==> src/rtl/mem_access_stage.sv <==
// mem_access_stage: memory stage of the 5-stage RISC-V pipeline.
// Takes one EX/MEM entry per handshake and runs the load or store over a
// req/ack data-memory port. Memory latency is variable. Sub-word store data
// is replicated across lanes with matching byte enables. Loads are extracted
// and sign- or zero-extended. The stage returns one registered result per
// entry and holds off the EX/MEM register while a bus access is outstanding.
module mem_access_stage #(
  parameter int STALL_CNT_W = 16
) (
  input  logic                   clk,
  input  logic                   reset,
  input  logic                   flush,
  input  logic                   in_valid,
  output logic                   in_ready,
  input  logic                   in_mem_read,
  input  logic                   in_mem_write,
  input  logic [2:0]             in_funct3,
  input  logic [31:0]            in_addr,
  input  logic [31:0]            in_wr_data,
  input  logic [4:0]             in_rd,
  input  logic                   in_reg_write,
  output logic                   dmem_req,
  output logic                   dmem_we,
  output logic [31:0]            dmem_addr,
  output logic [31:0]            dmem_wdata,
  output logic [3:0]             dmem_be,
  input  logic                   dmem_ack,
  input  logic [31:0]            dmem_rdata,
  output logic                   out_valid,
  output logic [4:0]             out_rd,
  output logic                   out_reg_write,
  output logic [31:0]            out_data,
  output logic                   misalign_err,
  output logic [STALL_CNT_W-1:0] stall_cycles
);

  typedef enum logic [1:0] {
    IDLE   = 2'd0,
    ACCESS = 2'd1,
    DRAIN  = 2'd2
  } state_t;

  localparam logic [2:0] F3_B  = 3'b000;
  localparam logic [2:0] F3_H  = 3'b001;
  localparam logic [2:0] F3_W  = 3'b010;
  localparam logic [2:0] F3_BU = 3'b100;
  localparam logic [2:0] F3_HU = 3'b101;

  state_t      state_reg;

  // Fields kept for the access in flight, needed to format the result on ack.
  logic [2:0]  lat_funct3_reg;
  logic [1:0]  lat_lane_reg;
  logic [31:0] lat_addr_reg;
  logic [4:0]  lat_rd_reg;
  logic        lat_reg_write_reg;
  logic        lat_is_load_reg;

  // Decode of the incoming entry.
  logic        accept;
  logic        is_mem;
  logic        funct3_legal;
  logic        misaligned;
  logic        access_bad;

  // Store lane formatting of the incoming entry.
  logic [3:0]  st_be;
  logic [31:0] st_wdata;

  // Load extraction from the returned word.
  logic [7:0]  rd_bytes [4];
  logic [7:0]  rd_byte;
  logic [15:0] rd_half;
  logic [31:0] load_data;

  // The stage is ready only when no bus transaction is in progress.
  assign in_ready = (state_reg == IDLE);
  assign accept   = in_valid & ~flush & in_ready;
  assign is_mem   = in_mem_read | in_mem_write;

  // Classify the size code and alignment of the incoming memory operation.
  always_comb begin
    funct3_legal = 1'b0;
    misaligned   = 1'b0;
    case (in_funct3)
      F3_B:         funct3_legal = 1'b1;
      F3_H:         funct3_legal = 1'b1;
      F3_W:         funct3_legal = 1'b1;
      F3_BU, F3_HU: funct3_legal = ~in_mem_write;
      default:      funct3_legal = 1'b0;
    endcase
    case (in_funct3[1:0])
      2'b01:   misaligned = in_addr[0];
      2'b10:   misaligned = (in_addr[1:0] != 2'b00);
      default: misaligned = 1'b0;
    endcase
    access_bad = ~funct3_legal | misaligned;
  end

  // Build the per-lane store enables and data, and split the read word into bytes.
  generate
    for (genvar gi = 0; gi < 4; gi++) begin : g_lane
      localparam logic [1:0] LANE = 2'(gi);

      assign st_be[gi] = (in_funct3[1:0] == 2'b00) ? (in_addr[1:0] == LANE) :
                         (in_funct3[1:0] == 2'b01) ? (in_addr[1] == LANE[1]) :
                                                     1'b1;

      assign st_wdata[8*gi +: 8] =
          (in_funct3[1:0] == 2'b00) ? in_wr_data[7:0] :
          (in_funct3[1:0] == 2'b01) ? (LANE[0] ? in_wr_data[15:8] : in_wr_data[7:0]) :
                                      in_wr_data[8*gi +: 8];

      assign rd_bytes[gi] = dmem_rdata[8*gi +: 8];
    end
  endgenerate

  // Select and extend the loaded byte or halfword using the latched lane.
  always_comb begin
    rd_byte   = rd_bytes[lat_lane_reg];
    rd_half   = lat_lane_reg[1] ? dmem_rdata[31:16] : dmem_rdata[15:0];
    load_data = dmem_rdata;
    case (lat_funct3_reg)
      F3_B:    load_data = {{24{rd_byte[7]}}, rd_byte};
      F3_H:    load_data = {{16{rd_half[15]}}, rd_half};
      F3_BU:   load_data = {24'b0, rd_byte};
      F3_HU:   load_data = {16'b0, rd_half};
      default: load_data = dmem_rdata;
    endcase
  end

  // Count the cycles in which the stage holds off EX/MEM. The count stops at all-ones.
  always_ff @(posedge clk or negedge reset) begin
    if (!reset) begin
      stall_cycles <= '0;
    end else if (!in_ready && (stall_cycles != {STALL_CNT_W{1'b1}})) begin
      stall_cycles <= stall_cycles + STALL_CNT_W'(1);
    end
  end

  // Main controller: accept, issue the bus access, wait for ack, and register the result.
  always_ff @(posedge clk or negedge reset) begin
    if (!reset) begin
      state_reg         <= IDLE;
      dmem_req          <= 1'b0;
      dmem_we           <= 1'b0;
      dmem_addr         <= '0;
      dmem_wdata        <= '0;
      dmem_be           <= '0;
      out_valid         <= 1'b0;
      out_rd            <= '0;
      out_reg_write     <= 1'b0;
      out_data          <= '0;
      misalign_err      <= 1'b0;
      lat_funct3_reg    <= '0;
      lat_lane_reg      <= '0;
      lat_addr_reg      <= '0;
      lat_rd_reg        <= '0;
      lat_reg_write_reg <= 1'b0;
      lat_is_load_reg   <= 1'b0;
    end else begin
      // out_valid and misalign_err are single-cycle pulses.
      out_valid    <= 1'b0;
      misalign_err <= 1'b0;
      case (state_reg)
        IDLE: begin
          if (accept) begin
            if (!is_mem) begin
              out_valid     <= 1'b1;
              out_rd        <= in_rd;
              out_reg_write <= in_reg_write;
              out_data      <= in_addr;
            end else if (access_bad) begin
              // The access is misaligned or illegal. Report it without touching memory.
              out_valid     <= 1'b1;
              misalign_err  <= 1'b1;
              out_rd        <= in_rd;
              out_reg_write <= 1'b0;
              out_data      <= in_addr;
            end else begin
              lat_funct3_reg    <= in_funct3;
              lat_lane_reg      <= in_addr[1:0];
              lat_addr_reg      <= in_addr;
              lat_rd_reg        <= in_rd;
              lat_reg_write_reg <= in_reg_write;
              lat_is_load_reg   <= in_mem_read;
              dmem_req          <= 1'b1;
              dmem_we           <= in_mem_write;
              dmem_addr         <= {in_addr[31:2], 2'b00};
              dmem_wdata        <= in_mem_write ? st_wdata : 32'h0;
              dmem_be           <= in_mem_write ? st_be : 4'hF;
              state_reg         <= ACCESS;
            end
          end
        end
        ACCESS: begin
          if (dmem_ack) begin
            dmem_req  <= 1'b0;
            dmem_we   <= 1'b0;
            state_reg <= IDLE;
            // A flush on the ack cycle cancels the result due next cycle.
            if (!flush) begin
              out_valid     <= 1'b1;
              out_rd        <= lat_rd_reg;
              out_reg_write <= lat_is_load_reg & lat_reg_write_reg;
              out_data      <= lat_is_load_reg ? load_data : lat_addr_reg;
            end
          end else if (flush) begin
            // The bus access cannot be abandoned. Drain it and drop the data.
            state_reg <= DRAIN;
          end
        end
        DRAIN: begin
          if (dmem_ack) begin
            dmem_req  <= 1'b0;
            dmem_we   <= 1'b0;
            state_reg <= IDLE;
          end
        end
        default: state_reg <= IDLE;
      endcase
    end
  end

endmodule

==> config.mk <==
export PLATFORM = sky130hd
export DESIGN_NAME = mem_access_stage
export DESIGN_NICKNAME = d
export VERILOG_FILES = /design/src/rtl/mem_access_stage.sv
export SDC_FILE = /design/constraint.sdc
export NUM_CORES = 1
export LEC_CHECK = 0
export CORE_ASPECT_RATIO = 0.9
export CORE_UTILIZATION = 49
export CTS_BUF_LIST = sky130_fd_sc_hd__clkbuf_8
export DETAILED_ROUTE_END_ITERATION = 8
export PLACE_DENSITY = 0.84
export SLEW_MARGIN = 5
export SYNTH_ARGS = -nofsm -noshare
export SYNTH_HDL_FRONTEND = slang
export SYNTH_SLANG_ARGS = --single-unit
==> constraint.sdc <==
create_clock -name clk -period 3.1 [get_ports clk]
set_clock_uncertainty 0.05 [all_clocks]
set_input_delay 0.775 -clock clk [delete_from_list [all_inputs] [get_ports clk]]
set_output_delay 0.775 -clock clk [all_outputs]
set_load 0.01 [all_outputs]
### Word-level counts from Yosys, hierarchy flattened

Index checks and enable logic that the tools add are counted.

| storage, ports and cells | value |
|---|---|
| bits in registers | 170 |
| input bits | 112 |

| cells by class | value |
|---|---|
| bitwise logic cells | 11 |
| add/sub/neg operators | 1 |
| reductions and logical operators | 17 |
| eq/ne operators | 24 |
| $lt $le $gt $ge | 1 |
| multiplexer cells | 64 |

Operator list:

| operator | count |
|---|---|
| 2-to-1 mux 32 bit | 7 |
| one-hot mux 32 bit (4 select lines) | 1 |
| one-hot mux 32 bit (2 select lines) | 1 |
| 2-to-1 mux 8 bit | 7 |
| 2-to-1 mux 1 bit | 26 |
| 2-to-1 mux 5 bit | 5 |
| adder 16 x 1 -> 16 bit (second input constant) | 1 |
| binary-select mux 8 bit (select 2 bit) | 1 |
| 2-to-1 mux 16 bit | 1 |
| inequality test 16 bit (second input constant) | 1 |
| AND reduction 5 bit | 3 |
| equality test 3 bit (second input constant) | 4 |
| 2-to-1 mux 2 bit | 6 |
| one-hot mux 1 bit (2 select lines) | 6 |
| one-hot mux 5 bit (2 select lines) | 1 |
| equality test 2 bit (second input constant) | 4 |
| inequality test 2 bit (second input constant) | 4 |
| equality test 2 x 1 -> 1 bit (second input constant) | 3 |
| equality test 3 x 1 -> 1 bit (second input constant) | 2 |
| zero test 2 bit | 3 |
| zero test 3 bit | 2 |
| inequality test 2 x 1 -> 1 bit (second input constant) | 3 |
| one-hot mux 2 bit (3 select lines) | 1 |
| nonzero test 2 bit | 3 |
| 14 further kinds | 22 |

### Longest topological paths before layout

| logic depth | value |
|---|---|
| depth in word-level cells | 9 |
| depth in mapped cells | 10 |
| depth with buffers taken out | 7 |

### Least setup slack after synthesis

No wires, ideal clock.

| timing | value |
|---|---|
| path type | input -> register |
| start | in in_funct3[0] |
| end | reg out_data[6] |
| stages | 8 |
| setup time | 0.128 ns |
| arrival | 2.550 ns |
| setup slack | 0.372 ns |
| path through | inv_1 ha_1 o211a_1 or2_1 buf_4 o31ai_4 buf_2 mux2_1 |

| between the ends | value |
|---|---|
| longest elaborated chain between the ends | 7 |

Ends and longest elaborated chain:

| element | line | RTL |
|---|---|---|
| start, declared | 17 | `input logic [2:0] in_funct3,` |
| equality test 3 x 2 -> 1 bit (tied with other cells) | 85 | `case (in_funct3)` |
| OR reduction 3 bit (no line) or OR reduction 2 bit (tied branches) | n/a |  |
| one-hot mux 1 bit (2 select lines) | 85 |  |
| inverter 1 bit | 97 | `access_bad = ~funct3_legal \| misaligned;` |
| bitwise OR 1 bit (*) | 97 |  |
| inequality test 3 x 2 -> 1 bit (no line) (*) | n/a |  |
| AND reduction 5 bit (no line) (*) | n/a |  |
| end signal, assigned | 172 | `out_data <= in_addr;` |
| end signal, assigned | 179 | `out_data <= in_addr;` |
| end signal, assigned | 206 | `out_data <= lat_is_load_reg ? load_data : lat_addr_reg;` |
| end, declared | 32 | `output logic [31:0] out_data,` |

Every way passes the cells marked *; elsewhere a longest branch is shown, timed or not.
A chain may end at the register's enable or synchronous reset.

### Worst setup path in the final report

| timing | value |
|---|---|
| start | reg state_reg[0] |
| end | out in_ready |

| between the ends | value |
|---|---|
| longest elaborated chain between the ends | 1 |

Ends and longest elaborated chain:

| element | line | RTL |
|---|---|---|
| start, declared | 49 | `state_t state_reg;` |
| start signal, assigned | 144 | `state_reg <= IDLE;` |
| start signal, assigned | 192 | `state_reg <= ACCESS;` |
| start signal, assigned | 200 | `state_reg <= IDLE;` |
| zero test 2 bit | 77 | `assign in_ready = (state_reg == IDLE);` |
| end, declared | 14 | `output logic in_ready,` |

Every way passes these cells.

==> metrics.cfg <==
[sta]
setup_tns_ns = 0
fmaxAchievable_ghz = 0.335
worstMarginPinSlew_ns = 0.692
hold_violations = 0
fin_crit_ns = 2.98
setup_slack_ns = 0.117
slew_viol_final = 0
rsz0062_at_grt = false
setup_viol = 0
whs_ns = 0.216
relSlewSlack_pct = 53.4
min_period_over_period_pct = 96.2

[worst_setup_path]
cp-end-kind = output port
crit_path_max_incr_delay_ns = 0.65
critPathRequiredTime_ns = 2.27
critPathBufInv = 2
rrSetupSlack_ns = 0.42
worstPathCellList = inv_1, ha_1, clkdlybuf4s50_1
cp_max_fo = 12
start_kind = flop
crit_arrival_ns = 2.16
critPathTopFamily = buffers and inverters
critPathSlowestCell = clkdlybuf4s50_1
worstSetupPathType = reg2out

[yosys]
synth_top_area_cell = dfrtp_1
synth-edff-count = 0
synth_area_um2 = 7610
synthTopCellsByCount = nand2_1 (266), dfrtp_1 (138), o21ai_0 (52), buf_4 (33), nand3_1 (32)
synthFlopType = dfrtp_1
ys_top_cells_by_area = dfrtp_1 (45%), nand2_1 (13%), o21ai_0 (3.4%)
yosysTopAreaCellShare_pct = 45.4
synthArstFlopShare_pct = 100
synth-seq-area-share_pct = 45.4
synth_seq_cells = 138
ys_types = 61
synthCells = 866
syn_area_per_cell_um2 = 8.79
post-synth-top-count-cell = nand2_1
yosys_warnings = 0

[route]
avgViaCountPerCell = 5.70
wl_um = 23100
firstDrtPassIters = 5
routedWlPerCell_um = 17.9
antenna_left = 0
dr_total_vias = 7367
drc = 0
drt-initial-drc-count = 600

[clock_network]
h-tree-depth = 4
cts.sinks = 138
post_cts_buffers = 0
clockBufferDepth = 2
cts_resized = 0
worstSkewPairLatency_ns = 0.44
clk_pin_slew_ns = 0.08
cts_tree = done
postCtsHoldBufs = 0
cts_inserted_buffers = 17
clock-root-buffer = clkbuf_8

[global_route]
grt_pass1_wl_um = 36500
grt_pass1_vias = 6921
grt_max_degree = 62
grt_use_total_pct = 29.3
gr-total-overflow = 0
antenna_found_initial = 0

[cells_and_area]
num-fill-cells = 1147
drive_above_1_share_pct = 9.51
final_core_util_pct = 70.5
area_growth_pct = 38.3
multiInputGateArea_um2 = 3560
antenna_cells = 0
fin_nets = 1201
final_area_um2 = 10500
seq_area_um2 = 3450

[place]
placed_cell_area_um2 = 10100
gp_congestion = 0.909
portBuffers = 236
dpl_worst_slack_ns = -0.402
hpwl_um = 16800

[floorplanning]
core.rowCount = 42
die_w_um = 133
dieHeight_um = 120
fp.dieArea_um2 = 16000
start_util_pct = 51.0
io_pins = 239
core-area_um2 = 14900

[min_path]
min_path_type = in2async

[outcome]
outcome = completed

[flow_run]
cap_violations = 0

[power]
power.density_nw_per_um2 = 851
ir_drop_mv = 0.528
p_leak_nw = 4.72

## cell type report
class	count	share of cell area, %
tap	198	2.35
timing repair buffer	281	26.9
clock inverter	14	1.03
multi-input combinational	621	33.8
sequential	138	32.8
clock buffer	18	2.35
inverter	22	0.785
## metrics by stage
step	total power, W	std cells
floorplan	0.00557	867
global placement	0.00746	1258
detailed placement	0.00758	1258
CTS	0.00895	1290
global route	0.00952	1292
finish	0.00896	1292
## layout by cell type (no fill, tap or decap), types with 16 or more instances in the layout
master	netlist	routed
nand2_1	266	266
clkdlybuf4s50_1	0	235
dfrtp_1	138	138
o21ai_0	52	52
buf_4	33	35
nand3_1	32	32
nor2b_1	26	26
nor2_1	25	25
inv_1	20	22
clkbuf_8	0	18
a21boi_0	17	17
o21ai_1	16	16
a221o_1	16	16
## path summary, 6_finish.rpt
kind	from	endpoint	cells after the start
worst min register to register	dmem_wdata[12]$_DFFE_PN0P_	dmem_wdata[12]$_DFFE_PN0P_	2
worst min-delay path	reset	lat_addr_reg[31]$_DFFE_PN0P_	1
min in group clk	dmem_wdata[12]$_DFFE_PN0P_	dmem_wdata[12]$_DFFE_PN0P_	2
worst max register to register	lat_addr_reg[1]$_DFFE_PN0P_	out_data[8]$_DFFE_PN0P_	5
max in group asynchronous	reset	state_reg[1]$_DFFE_PN0P_	2
worst max-delay path	state_reg[0]$_DFFE_PN0P_	in_ready	3
## cell families after synthesis
kind of cell               after synthesis  synth area share (%)
AOI/OAI and AO/OA                      188                  17.8
xor gates and xnor gates                13                  1.50
adders and majority gates                8                  1.32
buffers and inverters                  108                  7.94
DFF                                    138                  45.4
muxes                                   33                  4.80
other                                    1                0.0493
and+or+nand+nor                        377                  21.2
## worst register-to-register path, stage by stage (launching register included)
cell and delay, ns:
dfrtp_1 0.76, mux4_2 0.61, nand2_1 0.12, o21ai_1 0.22
a2111oi_0 0.63, o31ai_1 0.15
## per-layer routing
metal | vias to the layer above | global-route usage, % | wire length (um)
met1 | 3471 | 38.0 | 9420
li1 | 3389 | - | -
met2 | 458 | 46.5 | 10500
met4 | 0 | 9.87 | 605
met3 | 49 | 9.01 | 2600
met5 | - | 0 | 0
## power breakdown
group | total, W | internal (W) | switching [W]
sequential | 0.00316 | 0.00255 | 0.000608
clock | 0.00133 | 0.000642 | 0.000693
combinational | 0.00446 | 0.00228 | 0.00218
Power figures use the tool's default switching activity.
